File: config.mk
export PLATFORM = sky130hd
export DESIGN_NAME = mem_ctrl_flat
export DESIGN_NICKNAME = d
export VERILOG_FILES = /design/src/rtl/mem_ctrl_pkg.sv /design/src/rtl/mem_ctrl_if.sv /design/src/rtl/mem_req_slot.sv /design/src/rtl/mem_ctrl.sv /design/src/flat_wrapper.sv
export SDC_FILE = /design/constraint.sdc
export NUM_CORES = 1
export LEC_CHECK = 0
export ABC_AREA = 1
export CAP_MARGIN = 25
export CORE_ASPECT_RATIO = 0.7
export CORE_MARGIN = 3
export CORE_UTILIZATION = 55
export CTS_BUF_LIST = sky130_fd_sc_hd__clkbuf_8
export CTS_CLUSTER_SIZE = 24
export DETAILED_ROUTE_END_ITERATION = 10
export PLACE_DENSITY = 0.82
export SLEW_MARGIN = 10
export SYNTH_ARGS = -nofsm -noshare
export SYNTH_HDL_FRONTEND = slang
export SYNTH_SLANG_ARGS = --single-unit
File: constraint.sdc
create_clock -name clk -period 11.6 [get_ports clk]
set_clock_uncertainty 0.05 [all_clocks]
set_input_delay 2.32 -clock clk [delete_from_list [all_inputs] [get_ports clk]]
set_output_delay 2.32 -clock clk [all_outputs]
set_load 0.01 [all_outputs]
File: src/rtl/mem_ctrl_pkg.sv
// Shared constants, state encoding and helpers for the byte-serial
// memory controller.
package mem_ctrl_pkg;

    localparam int DATA_WIDTH = 32;
    localparam logic TRUE = 1'b1;
    localparam logic FALSE = 1'b0;
    localparam logic [DATA_WIDTH-1:0] ZERO_DATA = '0;

    // Address bits [17:16] of the memory-mapped UART window
    localparam logic [1:0] IO_ADDR_MATCH = 2'b11;

    typedef enum logic [1:0] {
        ST_IDLE  = 2'd0,
        ST_READ  = 2'd1,
        ST_WRITE = 2'd2
    } state_t;

    function automatic logic [2:0] byte_count(input logic [2:0] size);
        case (size)
            3'd1:    return 3'd1;
            3'd2:    return 3'd2;
            default: return 3'd4;
        endcase
    endfunction

endpackage

File: src/rtl/mem_ctrl_if.sv
// Client, IO and RAM signals of the memory controller; master is the
// client/RAM side, slave is the controller.
interface mem_ctrl_if;
    import mem_ctrl_pkg::*;

    logic                  in_rollback;
    logic                  in_ls_ena;
    logic                  in_ls_iswrite;
    logic [DATA_WIDTH-1:0] in_ls_addr;
    logic [DATA_WIDTH-1:0] in_ls_data;
    logic [2:0]            in_ls_size;
    logic                  out_ls_ready;
    logic [DATA_WIDTH-1:0] out_ls_data;
    logic                  in_if_ena;
    logic [DATA_WIDTH-1:0] in_if_addr;
    logic                  out_if_ready;
    logic [DATA_WIDTH-1:0] out_if_inst;
    logic                  in_io_buffer_full;
    logic [7:0]            in_ram_data;
    logic [DATA_WIDTH-1:0] out_ram_addr;
    logic [7:0]            out_ram_data;
    logic                  out_ram_wr;

    modport master (
        output in_rollback, in_ls_ena, in_ls_iswrite, in_ls_addr,
        output in_ls_data, in_ls_size, in_if_ena, in_if_addr,
        output in_io_buffer_full, in_ram_data,
        input  out_ls_ready, out_ls_data, out_if_ready, out_if_inst,
        input  out_ram_addr, out_ram_data, out_ram_wr
    );

    modport slave (
        input  in_rollback, in_ls_ena, in_ls_iswrite, in_ls_addr,
        input  in_ls_data, in_ls_size, in_if_ena, in_if_addr,
        input  in_io_buffer_full, in_ram_data,
        output out_ls_ready, out_ls_data, out_if_ready, out_if_inst,
        output out_ram_addr, out_ram_data, out_ram_wr
    );

endinterface

File: src/rtl/mem_req_slot.sv
// Per-client pending request latch; presents a same-cycle pulse directly
// so an idle controller can start on it without an extra cycle.
module mem_req_slot
    import mem_ctrl_pkg::*;
(
    input  logic                  clk,
    input  logic                  rst,
    input  logic                  set,
    input  logic                  set_wr,
    input  logic [DATA_WIDTH-1:0] set_addr,
    input  logic [DATA_WIDTH-1:0] set_data,
    input  logic [2:0]            set_size,
    input  logic                  take,
    input  logic                  rollback,
    output logic                  valid,
    output logic                  iswrite,
    output logic [DATA_WIDTH-1:0] addr,
    output logic [DATA_WIDTH-1:0] data,
    output logic [2:0]            size
);

    logic                  pend_q;
    logic                  wr_q;
    logic [DATA_WIDTH-1:0] addr_q;
    logic [DATA_WIDTH-1:0] data_q;
    logic [2:0]            size_q;
    logic                  set_ok;
    logic                  keep;

    // Rollback drops reads only; stores always survive
    assign set_ok  = set && !(rollback && !set_wr);
    assign keep    = pend_q && !(rollback && !wr_q);
    assign valid   = set_ok || keep;
    assign iswrite = set_ok ? set_wr   : wr_q;
    assign addr    = set_ok ? set_addr : addr_q;
    assign data    = set_ok ? set_data : data_q;
    assign size    = set_ok ? set_size : size_q;

    always_ff @(posedge clk or posedge rst) begin
        if (rst) begin
            pend_q <= FALSE;
            wr_q   <= FALSE;
            addr_q <= ZERO_DATA;
            data_q <= ZERO_DATA;
            size_q <= 3'd0;
        end else begin
            pend_q <= valid && !take;
            if (set_ok) begin
                wr_q   <= set_wr;
                addr_q <= set_addr;
                data_q <= set_data;
                size_q <= set_size;
            end
        end
    end

endmodule

File: src/rtl/mem_ctrl.sv
// Arbitrates fetch and LSQ requests onto an 8-bit synchronous RAM,
// splitting accesses into byte transfers and reassembling reads.
module mem_ctrl
    import mem_ctrl_pkg::*;
(
    input logic       clk,
    input logic       rst,
    mem_ctrl_if.slave bus
);

    state_t                state_q, state_d;
    logic [2:0]            k_q, n_q, kb;
    logic [DATA_WIDTH-1:0] base_q, wdata_q, result_q, merged;
    logic                  owner_ls_q;
    logic                  ls_ready_q, if_ready_q;
    logic [DATA_WIDTH-1:0] ls_data_q, if_inst_q;

    logic                  ls_valid, ls_wr, if_valid, if_wr;
    logic [DATA_WIDTH-1:0] ls_addr, ls_data, if_addr, if_data;
    logic [2:0]            ls_size, if_size;
    logic                  take_ls, take_if, done, ls_stall;
    logic [DATA_WIDTH-1:0] ram_addr;
    logic [7:0]            ram_data;
    logic                  ram_wr;

    mem_req_slot u_ls_slot (
        .clk(clk), .rst(rst),
        .set(bus.in_ls_ena), .set_wr(bus.in_ls_iswrite),
        .set_addr(bus.in_ls_addr), .set_data(bus.in_ls_data),
        .set_size(bus.in_ls_size),
        .take(take_ls), .rollback(bus.in_rollback),
        .valid(ls_valid), .iswrite(ls_wr), .addr(ls_addr),
        .data(ls_data), .size(ls_size)
    );

    mem_req_slot u_if_slot (
        .clk(clk), .rst(rst),
        .set(bus.in_if_ena), .set_wr(FALSE),
        .set_addr(bus.in_if_addr), .set_data(ZERO_DATA),
        .set_size(3'd4),
        .take(take_if), .rollback(bus.in_rollback),
        .valid(if_valid), .iswrite(if_wr), .addr(if_addr),
        .data(if_data), .size(if_size)
    );

    assign ls_stall = ls_valid && ls_wr && bus.in_io_buffer_full
                   && (ls_addr[17:16] == IO_ADDR_MATCH);

    // k_q lags one byte behind in READ; kb is the byte being captured
    assign kb     = k_q - 3'd1;
    assign merged = result_q
                  | (DATA_WIDTH'(bus.in_ram_data) << {kb[1:0], 3'b000});

    always_comb begin
        state_d  = state_q;
        take_ls  = FALSE;
        take_if  = FALSE;
        done     = FALSE;
        ram_addr = ZERO_DATA;
        ram_data = 8'd0;
        ram_wr   = FALSE;
        unique case (state_q)
            ST_IDLE: begin
                if (ls_valid) begin
                    if (!ls_stall) begin
                        take_ls = TRUE;
                        state_d = ls_wr ? ST_WRITE : ST_READ;
                    end
                end else if (if_valid) begin
                    take_if = TRUE;
                    state_d = if_wr ? ST_WRITE : ST_READ;
                end
            end
            ST_READ: begin
                if (k_q < n_q)
                    ram_addr = base_q + DATA_WIDTH'(k_q);
                if (bus.in_rollback) begin
                    state_d = ST_IDLE;
                end else if (k_q == n_q) begin
                    done    = TRUE;
                    state_d = ST_IDLE;
                end
            end
            ST_WRITE: begin
                ram_addr = base_q + DATA_WIDTH'(k_q);
                ram_data = 8'(wdata_q >> {k_q[1:0], 3'b000});
                ram_wr   = TRUE;
                if (k_q == n_q - 3'd1) begin
                    done    = TRUE;
                    state_d = ST_IDLE;
                end
            end
            default: state_d = ST_IDLE;
        endcase
    end

    always_ff @(posedge clk or posedge rst) begin
        if (rst) state_q <= ST_IDLE;
        else     state_q <= state_d;
    end

    always_ff @(posedge clk or posedge rst) begin
        if (rst) begin
            k_q        <= 3'd0;
            n_q        <= 3'd0;
            base_q     <= ZERO_DATA;
            wdata_q    <= ZERO_DATA;
            result_q   <= ZERO_DATA;
            owner_ls_q <= FALSE;
            ls_ready_q <= FALSE;
            if_ready_q <= FALSE;
            ls_data_q  <= ZERO_DATA;
            if_inst_q  <= ZERO_DATA;
        end else begin
            ls_ready_q <= FALSE;
            if_ready_q <= FALSE;
            ls_data_q  <= ZERO_DATA;
            if_inst_q  <= ZERO_DATA;
            if (take_ls || take_if) begin
                base_q     <= take_ls ? ls_addr : if_addr;
                wdata_q    <= take_ls ? ls_data : if_data;
                n_q        <= byte_count(take_ls ? ls_size : if_size);
                owner_ls_q <= take_ls;
                k_q        <= 3'd0;
                result_q   <= ZERO_DATA;
            end else if (state_q == ST_READ) begin
                k_q <= k_q + 3'd1;
                if (k_q != 3'd0) result_q <= merged;
                if (done) begin
                    ls_ready_q <= owner_ls_q;
                    if_ready_q <= !owner_ls_q;
                    if (owner_ls_q) ls_data_q <= merged;
                    else            if_inst_q <= merged;
                end
            end else if (state_q == ST_WRITE) begin
                k_q <= k_q + 3'd1;
                if (done) ls_ready_q <= TRUE;
            end
        end
    end

    assign bus.out_ram_addr = ram_addr;
    assign bus.out_ram_data = ram_data;
    assign bus.out_ram_wr   = ram_wr;
    assign bus.out_ls_ready = ls_ready_q;
    assign bus.out_ls_data  = ls_data_q;
    assign bus.out_if_ready = if_ready_q;
    assign bus.out_if_inst  = if_inst_q;

endmodule

File: src/flat_wrapper.sv
// flat-port wrapper written by rule: the top's interface ports become plain ports
module mem_ctrl_flat import mem_ctrl_pkg::*;
  (clk, rst, bus_in_rollback, bus_in_ls_ena, bus_in_ls_iswrite, bus_in_ls_addr, bus_in_ls_data, bus_in_ls_size, bus_in_if_ena, bus_in_if_addr, bus_in_io_buffer_full, bus_in_ram_data, bus_out_ls_ready, bus_out_ls_data, bus_out_if_ready, bus_out_if_inst, bus_out_ram_addr, bus_out_ram_data, bus_out_ram_wr);
  mem_ctrl_if bus_i ();
  input logic clk;
  input logic rst;
  input wire logic [$bits(bus_i.in_rollback)-1:0] bus_in_rollback;
  input wire logic [$bits(bus_i.in_ls_ena)-1:0] bus_in_ls_ena;
  input wire logic [$bits(bus_i.in_ls_iswrite)-1:0] bus_in_ls_iswrite;
  input wire logic [$bits(bus_i.in_ls_addr)-1:0] bus_in_ls_addr;
  input wire logic [$bits(bus_i.in_ls_data)-1:0] bus_in_ls_data;
  input wire logic [$bits(bus_i.in_ls_size)-1:0] bus_in_ls_size;
  input wire logic [$bits(bus_i.in_if_ena)-1:0] bus_in_if_ena;
  input wire logic [$bits(bus_i.in_if_addr)-1:0] bus_in_if_addr;
  input wire logic [$bits(bus_i.in_io_buffer_full)-1:0] bus_in_io_buffer_full;
  input wire logic [$bits(bus_i.in_ram_data)-1:0] bus_in_ram_data;
  output wire logic [$bits(bus_i.out_ls_ready)-1:0] bus_out_ls_ready;
  output wire logic [$bits(bus_i.out_ls_data)-1:0] bus_out_ls_data;
  output wire logic [$bits(bus_i.out_if_ready)-1:0] bus_out_if_ready;
  output wire logic [$bits(bus_i.out_if_inst)-1:0] bus_out_if_inst;
  output wire logic [$bits(bus_i.out_ram_addr)-1:0] bus_out_ram_addr;
  output wire logic [$bits(bus_i.out_ram_data)-1:0] bus_out_ram_data;
  output wire logic [$bits(bus_i.out_ram_wr)-1:0] bus_out_ram_wr;
  assign bus_i.in_rollback = bus_in_rollback;
  assign bus_i.in_ls_ena = bus_in_ls_ena;
  assign bus_i.in_ls_iswrite = bus_in_ls_iswrite;
  assign bus_i.in_ls_addr = bus_in_ls_addr;
  assign bus_i.in_ls_data = bus_in_ls_data;
  assign bus_i.in_ls_size = bus_in_ls_size;
  assign bus_i.in_if_ena = bus_in_if_ena;
  assign bus_i.in_if_addr = bus_in_if_addr;
  assign bus_i.in_io_buffer_full = bus_in_io_buffer_full;
  assign bus_i.in_ram_data = bus_in_ram_data;
  assign bus_out_ls_ready = bus_i.out_ls_ready;
  assign bus_out_ls_data = bus_i.out_ls_data;
  assign bus_out_if_ready = bus_i.out_if_ready;
  assign bus_out_if_inst = bus_i.out_if_inst;
  assign bus_out_ram_addr = bus_i.out_ram_addr;
  assign bus_out_ram_data = bus_i.out_ram_data;
  assign bus_out_ram_wr = bus_i.out_ram_wr;
  mem_ctrl u_core (.clk(clk), .rst(rst), .bus(bus_i));
endmodule
==> results by group <==
Outcome
  • Status: completed

Synth
  • Mean Syn Cell Area: 9.50 µm²
  • Mapped Cells: 1410
  • Share of synthesized area occupied by flip-flops and latches: 57.7%
  • Syn Nets: 1537
  • Syn. warnings: 0
  • Unique cell type count in the Yosys netlist: 43
  • Flops & latches, synth: 309
  • Cell area after synthesis: 13400 µm²

Route
  • Vias per std cell: 5.45
  • Vias post-DR: 10700
  • Detailed Route WL: 34600 µm
  • Final ANT Viol Nets: 0
  • DRC Markers: 0
  • Drt first pass iters: 7
  • Routed len/inst: 17.6 µm
  • DRT iter0 DRCs: 1080

Run
  • Max-cap violations: 0

Die
  • Die H: 137 µm
  • Core area: 23800 µm²
  • Initial Util: 56.2%
  • Io pins: 221
  • Die area: 26300 µm²
  • Die W: 193 µm
  • Cell Rows: 47

Layout
  • Layout cell share with drive strength beyond 1: 10.5%
  • Finished Core Util: 70.1%
  • Number of diodes: 0
  • Commonest non-fill, non-tap cell in the layout: dfrtp_1
  • Commonest non-fill, non-tap cells in the layout: dfrtp_1, nand2_1, clkdlybuf4s50_1
  • Final nets: 1746
  • Fill cells: 1772
  • Layout area overhead: 24.6%

Pwr
  • Leak: 7.92 nW
  • Worst vdd ir: 0.000101 V
  • Pwr Density: 197 nW/µm²

Clock network
  • H-tree depth: 2
  • Number of gates resized after CTS: 0
  • CTS buffer count: 46
  • CTS Hold Bufs: 0
  • Clock Tree Root: clkbuf_8
  • Post-CTS Setup Repair Bufs: 0
  • Clock-pin slew on the worst setup and hold paths: 0.06 ns
  • Clock sinks: 309
  • Worst-Skew Late Latency: 0.56 ns
  • CTS tree: done
  • Largest buffer count on any clock path: 3

Setup path
  • RR Endpoint: u_core.bus.out_ls_data[29]$_DFF_PP0_
  • Worst Setup SP: bus_in_rollback
  • Element type at the critical path end: flip-flop
  • Setup crit end: u_core.bus.out_ls_data[29]$_DFF_PP0_
  • WP data required: 12.02 ns
  • Worst reg2reg path depth: 8
  • Crit-path max FO: 68
  • RR Startpoint: u_core.state_q[1]$_DFFE_PP0P_
  • Startpoint Class: primary input
  • CP arrival: 7.63 ns
  • Crit path kind: in2reg
  • Reg2reg setup slack: 7.53 ns

Worst hold path
  • Worst hold path type: reg2reg

Global routing
  • Overall routing resource usage: 26.3%
  • Total grt overflow: 0
  • First-pass GRT wire length: 54600 µm
  • Initial antenna violation count: 0
  • Pin count of the biggest net entering global routing: 209
  • Vias in the first global route: 10500

STA
  • Fin crit period: 7.21 ns
  • Hold Vio Cnt, Final: 0
  • Slew Viols, Final: 0
  • Max Clk Rate: 139 MHz
  • Tcrit/Tclk final: 62.2%
  • Unrepaired setup endpoints after global routing: false
  • Slew headroom: 25.0%
  • Worst Tran Pin Value: 1.12 ns
  • Setup_tns: 0 ns
  • Setup violations, final: 0

Placement
  • DP HPWL: 23000 µm
  • Port bufs: 220
  • Routability congestion estimate: 0.868
[cell usage after synthesis (all sizes together)]
master / n / area [µm²]
a211oi: 1 / 7.51
a21oi: 94 / 549
a31oi: 9 / 56.3
and2: 32 / 200
buf: 38 / 199
clkbuf: 28 / 105
clkinv: 2 / 7.51
dfrtp: 309 / 7730
fa: 1 / 20.0
ha: 12 / 150
inv: 192 / 723
mux2: 62 / 698
nand2: 312 / 1190
nand3: 48 / 253
nand3b: 2 / 15.0
nand4: 12 / 90.1
nor2: 108 / 410
nor3: 27 / 140
nor3b: 1 / 7.51
nor4: 1 / 6.26
o211ai: 26 / 195
o21a: 1 / 7.51
o21ai: 37 / 185
o221ai: 39 / 342
o22ai: 1 / 6.26
o41ai: 1 / 8.76
or2: 11 / 68.8
xnor2: 2 / 17.5
xor2: 1 / 8.76
[per-layer routing]
| layer | track usage (%) | share of wire (%) | up-vias | wire, µm |
|---|---|---|---|---|
| met3 | 4.40 | 8.6 | 64 | 2980 |
| li1 | - | - | 4959 | - |
| met2 | 39.5 | 44 | 519 | 15400 |
| met5 | 0 | 0 | - | 0 |
| met4 | 6.63 | 1.9 | 0 | 658 |
| met1 | 40.2 | 45 | 5196 | 15600 |
[kinds of logic after synthesis]
logic type               share of synthesized area, %
flip-flops                                       57.7
adder cells (fa/ha/maj)                          1.27
AND/OR/NAND/NOR                                  17.7
AO/OA/AOI/OAI                                    10.1
multiplexers                                     5.21
buffers and inverters                            7.72
XOR/XNOR                                        0.196
[sequential cells by signal (all words and copies together) (netlist names), 2 cells and up]
signal                   count
u_core.u_if_slot.size_q      3
u_core.u_ls_slot.addr_q     32
u_core.u_ls_slot.size_q      3
u_core.base_q               32
u_core.u_ls_slot.data_q     32
u_core.k_q                   3
u_core.result_q             32
u_core.state_q               2
u_core.wdata_q              32
u_core.u_if_slot.data_q     32
u_core.bus.out_if_inst      32
u_core.u_if_slot.addr_q     32
u_core.n_q                   3
u_core.bus.out_ls_data      32
[report_power, final]
group / leakage [nW] / total [mW] / internal (mW) / switching [mW]
logic: 3.40 / 1.06 / 0.374 / 0.683
registers: 3.99 / 1.37 / 1.25 / 0.119
clock network: 0.524 / 0.857 / 0.449 / 0.408
total: 7.92 / 3.29 / 2.08 / 1.21
[worst min path at each step]
stage          cells past startpoint                                   from                                     to  slack (ns)
3_3_place_gp                       2   u_core.u_if_slot.size_q[2]$_DFF_PP0_   u_core.u_if_slot.size_q[2]$_DFF_PP0_        0.38
6_report                           2   u_core.u_if_slot.size_q[2]$_DFF_PP0_   u_core.u_if_slot.size_q[2]$_DFF_PP0_        0.40
2_1_floorplan                      2   u_core.u_if_slot.size_q[2]$_DFF_PP0_   u_core.u_if_slot.size_q[2]$_DFF_PP0_        0.37
3_5_place_dp                       2   u_core.u_if_slot.size_q[2]$_DFF_PP0_   u_core.u_if_slot.size_q[2]$_DFF_PP0_        0.39
5_1_grt                            2  u_core.u_if_slot.data_q[18]$_DFF_PP0_  u_core.u_if_slot.data_q[18]$_DFF_PP0_        0.43
4_1_cts                            2   u_core.u_if_slot.size_q[2]$_DFF_PP0_   u_core.u_if_slot.size_q[2]$_DFF_PP0_        0.40
[area by class of cell]
class                      count  area (µm²)  share of cell area, %
clock buffer                  58         798                   4.78
clock inverter                22        98.8                  0.592
inverter                     194         738                   4.42
multi-input combinational    841        4640                   27.8
sequential                   309        7730                   46.3
tap                          318         398                   2.38
timing repair buffer         227        2290                   13.7
[metrics by stage]
stage	hold slack (ns)	worst slack (ns)	total power [mW]	area [µm²]	std cells
detailed placement	0.386	3.85	2.42	15800	1888
finish	0.404	4.39	3.29	16700	1969
floorplan	0.366	0.686	2.07	13400	1410
global placement	0.377	4.02	2.37	15800	1887
CTS	0.403	4.43	3.28	16700	1968
global route	0.428	4.00	3.48	16700	1969
[worst max-delay path: stages]
cell,delay [ns]
clkdlybuf4s50_1,0.50
inv_1,0.14
nand2_2,0.08
buf_4,0.59
inv_2,0.50
o22ai_1,0.32
nor2_1,0.10
nand2_2,0.07
buf_4,0.60
nand2_4,0.58
inv_4,0.71
nand4_4,0.69
a21oi_2,0.34
(Power assumes the default switching activity.)
